[src/rtl/reg_file_pkg.sv]
// Shared constants and types for the scoreboarded register file.
// Optional feature macro: REG_FILE_SB_BYPASS_EN (write-to-read forwarding).
package reg_file_pkg;

  localparam int DEF_DATA_W = 16;
  localparam int DEF_ADDR_W = 4;

  // One write-port request at the default geometry.
  typedef struct packed {
    logic                  en;
    logic [DEF_ADDR_W-1:0] addr;
    logic [DEF_DATA_W-1:0] data;
  } wr_req_t;

endpackage

[src/rtl/reg_file_scoreboard.sv]
// Busy-bit scoreboard: tracks registers with a pending write, grants
// reservations, and keeps a registered count of busy bits.
// Clear/set priority: a write clears a bit, a granted reserve on the same
// edge sets it again (reserve wins).
module reg_file_scoreboard
  import reg_file_pkg::*;
#(
  parameter int ADDR_W   = DEF_ADDR_W,
  parameter int ZERO_REG = 1
) (
  input  logic                     clk,
  input  logic                     rst,
  input  logic                     wr0_en,
  input  logic [ADDR_W-1:0]        wr0_addr,
  input  logic                     wr1_en,
  input  logic [ADDR_W-1:0]        wr1_addr,
  input  logic                     rsv_en,
  input  logic [ADDR_W-1:0]        rsv_addr,
  output logic [(1<<ADDR_W)-1:0]   busy,
  output logic                     rsv_ok,
  output logic [ADDR_W:0]          busy_cnt
);

  localparam int DEPTH = 1 << ADDR_W;

  logic [DEPTH-1:0] r_busy;
  logic [DEPTH-1:0] w_busy_nxt;
  logic [ADDR_W:0]  r_cnt;
  logic [ADDR_W:0]  w_cnt_nxt;

  // Grant uses the pre-edge busy vector only; same-cycle writes do not help.
  always_comb begin
    rsv_ok = ~r_busy[rsv_addr];
  end

  // Next busy vector: writes clear, granted reserve sets afterwards.
  always_comb begin
    w_busy_nxt = r_busy;
    for (int i = 0; i < DEPTH; i++) begin
      if (wr0_en && (wr0_addr == ADDR_W'(i))) w_busy_nxt[i] = 1'b0;
      if (wr1_en && (wr1_addr == ADDR_W'(i))) w_busy_nxt[i] = 1'b0;
      if (rsv_en && rsv_ok && (rsv_addr == ADDR_W'(i))) w_busy_nxt[i] = 1'b1;
    end
    if (ZERO_REG != 0) w_busy_nxt[0] = 1'b0;
  end

  // Population count of the next busy vector, registered alongside it.
  always_comb begin
    w_cnt_nxt = '0;
    for (int i = 0; i < DEPTH; i++) begin
      w_cnt_nxt = w_cnt_nxt + {{ADDR_W{1'b0}}, w_busy_nxt[i]};
    end
  end

  // Busy vector and count state.
  always_ff @(posedge clk or posedge rst) begin
    if (rst) begin
      r_busy <= '0;
      r_cnt  <= '0;
    end else begin
      r_busy <= w_busy_nxt;
      r_cnt  <= w_cnt_nxt;
    end
  end

  assign busy     = r_busy;
  assign busy_cnt = r_cnt;

endmodule

[src/rtl/reg_file_sb.sv]
// Register file with two read ports, two write ports and a busy-bit
// scoreboard for pending-write reservations.
// Optional feature macro: REG_FILE_SB_BYPASS_EN -- when defined, a read
// whose address matches an enabled write returns that write's data (port 1
// over port 0) and reports not-busy in the same cycle.
module reg_file_sb
  import reg_file_pkg::*;
#(
  parameter int DATA_W   = DEF_DATA_W,
  parameter int ADDR_W   = DEF_ADDR_W,
  parameter int ZERO_REG = 1
) (
  input  logic              clk,
  input  logic              rst,
  input  logic [ADDR_W-1:0] rd_addr1,
  input  logic [ADDR_W-1:0] rd_addr2,
  output logic [DATA_W-1:0] rd_data1,
  output logic [DATA_W-1:0] rd_data2,
  output logic              rd_busy1,
  output logic              rd_busy2,
  input  logic              wr0_en,
  input  logic [ADDR_W-1:0] wr0_addr,
  input  logic [DATA_W-1:0] wr0_data,
  input  logic              wr1_en,
  input  logic [ADDR_W-1:0] wr1_addr,
  input  logic [DATA_W-1:0] wr1_data,
  input  logic              rsv_en,
  input  logic [ADDR_W-1:0] rsv_addr,
  output logic              rsv_ok,
  output logic [ADDR_W:0]   busy_cnt
);

  localparam int DEPTH = 1 << ADDR_W;

  logic [DATA_W-1:0] r_mem [DEPTH];
  logic [DEPTH-1:0]  w_busy;

  logic [1:0][ADDR_W-1:0] w_rd_addr;
  logic [1:0][DATA_W-1:0] w_rd_data;
  logic [1:0]             w_rd_busy;

  reg_file_scoreboard #(
    .ADDR_W   (ADDR_W),
    .ZERO_REG (ZERO_REG)
  ) u_sb (
    .clk      (clk),
    .rst      (rst),
    .wr0_en   (wr0_en),
    .wr0_addr (wr0_addr),
    .wr1_en   (wr1_en),
    .wr1_addr (wr1_addr),
    .rsv_en   (rsv_en),
    .rsv_addr (rsv_addr),
    .busy     (w_busy),
    .rsv_ok   (rsv_ok),
    .busy_cnt (busy_cnt)
  );

  // Storage array; port 1 wins a same-address collision, register 0 is
  // left at its reset value when hardwired to zero.
  always_ff @(posedge clk or posedge rst) begin
    if (rst) begin
      for (int i = 0; i < DEPTH; i++) r_mem[i] <= '0;
    end else begin
      for (int i = 0; i < DEPTH; i++) begin
        if ((ZERO_REG == 0) || (i != 0)) begin
          if (wr1_en && (wr1_addr == ADDR_W'(i)))      r_mem[i] <= wr1_data;
          else if (wr0_en && (wr0_addr == ADDR_W'(i))) r_mem[i] <= wr0_data;
        end
      end
    end
  end

  assign w_rd_addr = {rd_addr2, rd_addr1};

  for (genvar p = 0; p < 2; p++) begin : g_rd
    // Combinational read mux with optional write forwarding.
    always_comb begin
      w_rd_data[p] = r_mem[w_rd_addr[p]];
      w_rd_busy[p] = w_busy[w_rd_addr[p]];
`ifdef REG_FILE_SB_BYPASS_EN
      if (wr1_en && (wr1_addr == w_rd_addr[p])) begin
        w_rd_data[p] = wr1_data;
        w_rd_busy[p] = 1'b0;
      end else if (wr0_en && (wr0_addr == w_rd_addr[p])) begin
        w_rd_data[p] = wr0_data;
        w_rd_busy[p] = 1'b0;
      end
`endif
      if ((ZERO_REG != 0) && (w_rd_addr[p] == '0)) begin
        w_rd_data[p] = '0;
        w_rd_busy[p] = 1'b0;
      end
    end
  end

  assign rd_data1 = w_rd_data[0];
  assign rd_data2 = w_rd_data[1];
  assign rd_busy1 = w_rd_busy[0];
  assign rd_busy2 = w_rd_busy[1];

endmodule

[config.mk]
export PLATFORM = sky130hd
export DESIGN_NAME = reg_file_sb
export DESIGN_NICKNAME = d
export VERILOG_FILES = /design/src/rtl/reg_file_pkg.sv /design/src/rtl/reg_file_scoreboard.sv /design/src/rtl/reg_file_sb.sv
export SDC_FILE = /design/constraint.sdc
export NUM_CORES = 1
export LEC_CHECK = 0
export BUFFER_PORTS_ARGS = -buffer_cell sky130_fd_sc_hd__buf_4
export CAP_MARGIN = 10
export CORE_UTILIZATION = 25
export DETAILED_ROUTE_END_ITERATION = 7
export HOLD_SLACK_MARGIN = 0.15
export PLACE_DENSITY = 0.36
export SYNTH_ARGS = -nofsm -noshare
export SYNTH_HDL_FRONTEND = slang
export SYNTH_SLANG_ARGS = --single-unit
[constraint.sdc]
create_clock -name clk -period 18.78 [get_ports clk]
set_clock_uncertainty 0.15 [all_clocks]
set_input_delay 1.878 -clock clk [delete_from_list [all_inputs] [get_ports clk]]
set_output_delay 1.878 -clock clk [all_outputs]
set_load 0.03 [all_outputs]
==> out/qor.yml, run 1 <==
clock-sinks: 260
place_area_um2: 18300
yosys.area.top_type: "dfrtp_1"
layout_worst_path_cycle_share_pct: 38.3
worstPathRequired_ns: 16.75
cts-htree-levels: 2
seqPwrFrac_pct: 37.6
final_area_um2: 19500
syn_to_final_growth_pct: 15.7
reg2reg_depth: 13
drtIter0Drc: 1111
ant_nets: 0
yosysWarningCount: 16
arrival_ns: 5.16
synth_most_common_cell: "mux2i_1"
end_kind: "primary output"
busiest_layer: "met2"
finalWirelength_um: 73700
p_clk_share_pct: 31.9
dieHeight_um: 261
finalCoreUtilization_pct: 29.4
yosys-top-cells-area: "dfrtp_1, mux2i_1, mux4_2"
grt_setup_unrepaired: "false"
layout-drive-gt1-share_pct: 18.6
maxCapViolations: 0
rows: 94
syn_area_um2: 16800
grt_pass1_vias: 13500
wl_per_cell_um: 28.3
num_io_pins: 97
switching_share_pct: 34.4
met3_usage_pct: 2.31
drc_errors: 0
ir_drop_uv: 52.2
synth_nets: 1773
clk_pin_slew_worst_paths_ns: 0.06
min_path_cells: 2
synthFlopType: "dfrtp_1"
reg2reg_from: "u_sb.busy[11]"
synth_top_area_share_pct: 38.7
synthArstFlopShare_pct: 100
yosys-top-cells-count: "mux2i_1, dfrtp_1, nor2_1"
die_x_um: 261
start_kind: "input port"
worstSetupStartpoint: "rd_addr2[0]"
max_slew_margin_pct: 21.0
ys_seq_elements: 260
hold_buffers: 0
power.switching_mw: 0.758
vias: 13900
holdCritPathClass: "reg -> reg"
worstHoldStart: "r_mem[101]"
tightest_slew_ns: 1.18
p_comb_share_pct: 30.5
cts_tree: "built"
clockBufferDepth: 3
root_buffer: "clkbuf_16"
core_area_um2: 66200
status: "finished clean"
grt.total_usage_pct: 21.6
portBuffers: 96
synth_cell_types: 54
grt_pass1_wl_um: 105000
drv_slew: 0
synth-edff-count: 0
cts_resized: 0
grt_start_max_net_pins: 78
numCtsBuffers: 37
diodes: 0
grt_overflow_total: 0
antenna_found_initial: 0
gp_congestion: 0.792
timing_worst_setup_path_type: "in -> out"
initial_core_util_pct: 25.4
avgViaCountPerCell: 5.32
path_max_fanout: 37
leakagePower_nw: 8.14
cts_setup_buffers: 0
met1_usage_pct: 29.9
min_period_ns: 7.19
grt_util_met2_pct: 35.1
synth_cells: 1701
clock_latency_ns: 0.55
dpl.hpwl_um: 43700
powerDensity_nw_per_um2: 113
drt-pass1-iter-count: 6
syn_avg_cell_area_um2: 9.89
hold_violations: 0
dieArea_um2: 68400
intPower_mw: 1.45
fmax_mhz: 139
finalPower_mw: 2.20
setup_viol: 0
layout.nets: 1792
yosysSeqAreaShare_pct: 38.7
setup_tns_ns: 0
-- kinds of logic after synthesis --
logic type / after synthesis / synth area share, %
compound gates: 394 / 14.3
mux: 387 / 28.7
flops: 260 / 38.7
buf+inv: 176 / 4.71
fa+ha+maj: 15 / 1.52
xor+xnor: 2 / 0.104
simple gates: 467 / 12.0
-- flip-flops by register name, summed over array words and instances (netlist names) --
name           flops
r_mem            240
u_sb.busy         15
u_sb.busy_cnt      5
-- per-layer routing --
metal | share of wire, % | vias up | wire (µm)
li1 | - | 6273 | -
met1 | 46 | 7067 | 34000
met2 | 47 | 435 | 34600
met3 | 4.2 | 113 | 3080
met4 | 2.8 | 0 | 2060
met5 | 0 | - | 0
-- layout make-up --
type / count / area, µm²
inverter: 13 / 56.3
clock inverter: 5 / 56.3
multi-input combinational: 1265 / 9580
clock buffer: 60 / 1120
fill: 6833 / 46700
sequential: 260 / 6510
tap: 864 / 1080
timing repair buffer: 143 / 1070
-- power groups by stage --
stage                     clock network, mW  registers [mW]  logic, mW
after floorplan                           0           0.799      0.492
after global placement                    0           0.831      0.675
after detailed placement                  0           0.834      0.680
after CTS                             0.727           0.826      0.681
after global routing                  0.747           0.848      0.744
final                                 0.703           0.829      0.673
-- critical path, cell delays in order --
cell and delay [ns]:
buf_4 0.55, buf_4 0.76, nand2b_1 0.34, o22ai_1 0.10, a2111oi_0 0.92, a31oi_1 0.27, buf_4 0.27
-- per-stage QoR --
stage          hold WS [ns]  setup WS, ns  cells
2_1_floorplan         0.366          9.60   1701
3_3_place_gp          0.394         11.64   2545
3_5_place_dp          0.397         11.67   2545
4_1_cts               0.409         11.73   2610
5_1_grt               0.433         11.60   2610
6_report              0.410         11.59   2610
-- worst paths after layout --
path | end | slack (ns)
worst max register to register | u_sb.busy_cnt[4] | 14.04
min in group asynchronous | r_mem[29] | 1.26
max in group asynchronous | r_mem[233] | 14.90
worst min-delay path | r_mem[101] | 0.41
worst max-delay path | rd_data2[1] | 11.59
worst min register to register | r_mem[101] | 0.41
-- cells in the final DEF (no fill, tap or decap), types with 4 or more instances in the layout --
cell         n
clkbuf_8     7
nand3_1     24
nand2_2      4
mux2i_1    287
fa_1         9
nand2_1    188
a221oi_1    25
clkbuf_1    14
dfrtp_1    260
ha_1         6
a32o_1       5
o21ai_1      6
nor3b_2      4
clkbuf_16   39
o21ai_0     68
mux2_2      26
and3b_1      4
o211ai_1    23
o22ai_1      8
nor2_1     196
nand2b_1     6
nor2_4       8
a31oi_1     39
buf_4      143
a22o_1       5
a21oi_1    172
inv_1       11
a2111oi_0    8
nand3b_1     5
mux4_2      74
a221o_1     22
nor2b_1      8
o21a_1       4
(Power assumes the default switching activity.)
==> run 2: changes to the inputs <==
--- a/config.mk
+++ b/config.mk
@@ -10,7 +10,7 @@
 export CORE_UTILIZATION = 25
 export DETAILED_ROUTE_END_ITERATION = 7
 export HOLD_SLACK_MARGIN = 0.15
-export PLACE_DENSITY = 0.36
+export PLACE_DENSITY = 0.38
 export SYNTH_ARGS = -nofsm -noshare
 export SYNTH_HDL_FRONTEND = slang
 export SYNTH_SLANG_ARGS = --single-unit
==> constraint.sdc (replaced) <==
create_clock -name clk -period 6.58 [get_ports clk]
set_clock_uncertainty 0.15 [all_clocks]
set_input_delay 0.658 -clock clk [delete_from_list [all_inputs] [get_ports clk]]
set_output_delay 0.658 -clock clk [all_outputs]
set_load 0.03 [all_outputs]
==> run 2 against run 1 <==
Compared with the run above: sequential cell count is the same; critical path depth rose by 9; register-to-register slack got worse by 12 ns; count of clock-buffer cells in the layout is 5 lower; wire length is 1.2% lower; highest routed layer unchanged.
==> out/qor.yml, run 2 (synthesis gave the netlist of run 1 again) <==
min_period_ns: 4.85
top_register: "r_mem"
cts-htree-levels: 2
die_x_um: 261
portBuffers: 96
ant_nets: 0
powerDensity_nw_per_um2: 330
dr_wl_met2_um: 33900
cts_tree: "built"
antenna_found_initial: 3
setup_viol: 0
clock_latency_ns: 0.56
place_area_um2: 18300
wl_per_cell_um: 27.9
gp_congestion: 0.792
numCtsBuffers: 37
dieArea_um2: 68400
layout-drive-gt1-share_pct: 19.1
grt_pass1_vias: 13700
clockBufferDepth: 3
clock-sinks: 260
dieHeight_um: 261
max_slew_margin_pct: 23.6
status: "finished clean"
avgViaCountPerCell: 5.28
hold_violations: 0
rows: 94
initial_core_util_pct: 25.4
maxCapViolations: 0
grt_overflow_total: 0
tightest_slew_ns: 1.14
fillers: 6830
layout.nets: 1794
arrival_ns: 5.15
drv_slew: 0
critPathTopFamily: "adder cells"
finalWirelength_um: 72900
start_kind: "input port"
grt_start_max_net_pins: 112
holdCritPathClass: "in -> reg"
clk_pin_slew_worst_paths_ns: 0.06
multi_input_area_um2: 9580
fmax_mhz: 206
timing_worst_setup_path_type: "in -> reg"
drc_errors: 0
drtIter0Drc: 1090
max_stage_delay_ns: 0.49
cts_resized: 0
wl_met1_um: 32600
vias: 13800
path_max_fanout: 33
dpl.hpwl_um: 44500
largest_reg_flops: 240
worstPathRequired_ns: 6.87
end_kind: "register"
path_cells: "buf_4 -> nor2b_1 -> nand3b_1 -> buf_4 -> a32o_1 -> ha_1 -> fa_1 -> inv_1 -> fa_1 -> fa_1 -> inv_1 -> fa_1 -> ha_1 -> fa_1 -> a21oi_1 -> nor2b_1"
setup_tns_ns: 0
ir_drop_uv: 136
layout_worst_path_cycle_share_pct: 73.8
cp_num_buf_inv: 4
crit_slowest_cell: "fa_1"
crit_top_cell: "fa_1"
syn_to_final_growth_pct: 16.8
grt_pass1_wl_um: 104000
final_common_cell: "mux2i_1"
hold_buffers: 1
final_cell_mix: "mux2i_1, dfrtp_1, nor2_1"
wl_met3_um: 4250
core_area_um2: 66200
root_buffer: "clkbuf_16"
grt_setup_unrepaired: "false"
regArea_um2: 6510
top_layer: "met4"
num_io_pins: 97
drt-pass1-iter-count: 7
final_area_um2: 19700
cts_setup_buffers: 0
grt.total_usage_pct: 21.5
leakagePower_nw: 8.23
==> run 2: cell count changes in the layout (fill, tap and decap cells not counted), moves of 3 or more <==
cell / previous run / this run
clkbuf_1: 14 / 6
bufinv_16: 1 / 5
clkbuf_8: 7 / 10
clkinv_2: 2 / 5
==> run 2: area by class of cell <==
type	count	area share, %
Antenna cell	2	0.0255
Clock buffer	55	5.78
Clock inverter	11	0.936
Inverter	13	0.267
Multi-Input combinational cell	1265	48.7
Sequential cell	260	33.1
Tap cell	864	5.50
Timing Repair Buffer	145	5.68
==> run 2: report_power, final <==
part | total [mW] | leakage [nW] | switching [mW] | internal [mW]
clock network | 2.20 | 0.654 | 0.813 | 1.39
logic | 1.93 | 4.50 | 1.02 | 0.907
registers | 2.36 | 3.08 | 0.338 | 2.02
==> run 2: path summary, 6_finish.rpt <==
| kind | start | end | slack (ns) | cells after the start |
|---|---|---|---|---|
| min reg2reg | r_mem[65] | r_mem[65] | 0.41 | 2 |
| max reg2reg | u_sb.busy[7] | u_sb.busy_cnt[4] | 1.89 | 14 |
| max | wr1_addr[1] | u_sb.busy_cnt[4] | 1.73 | 16 |
| max in group asynchronous | rst | r_mem[182] | 4.72 | 4 |
| min | wr1_data[2] | r_mem[82] | 0.29 | 3 |
| min in group asynchronous | rst | r_mem[89] | 0.48 | 3 |
==> run 2: per-stage QoR <==
| step | power [mW] | util, % | cells | hold WS (ns) | setup WS [ns] |
|---|---|---|---|---|---|
| finish | 6.49 | 29.7 | 2615 | 0.294 | 1.73 |
| global route | 6.86 | 29.7 | 2615 | 0.298 | 1.52 |
| CTS | 6.57 | 29.7 | 2613 | 0.264 | 1.75 |
| detailed placement | 4.33 | 27.7 | 2546 | 0.406 | 1.15 |
| global placement | 4.30 | 27.7 | 2546 | 0.398 | 1.17 |
| floorplan | 3.69 | - | 1701 | 0.366 | 1.41 |
==> run 2: per-layer routing <==
metal  up-vias  GRT usage (%)
li1       6254              -
met3        95           3.38
met4         0           6.90
met2       473           34.5
met5         -              0
met1      6975           29.5
==> run 2: worst reg2reg max path, cell delays in order, from the launching register on <==
cell and delay (ns):
dfrtp_1 0.43, mux4_2 0.51, nor3b_2 0.34, nand2_1 0.10, o21ai_0 0.16, fa_1 0.46, inv_1 0.09, fa_1 0.43
fa_1 0.49, inv_1 0.05, fa_1 0.43, ha_1 0.25, fa_1 0.46, a21oi_1 0.16, nor2b_1 0.06
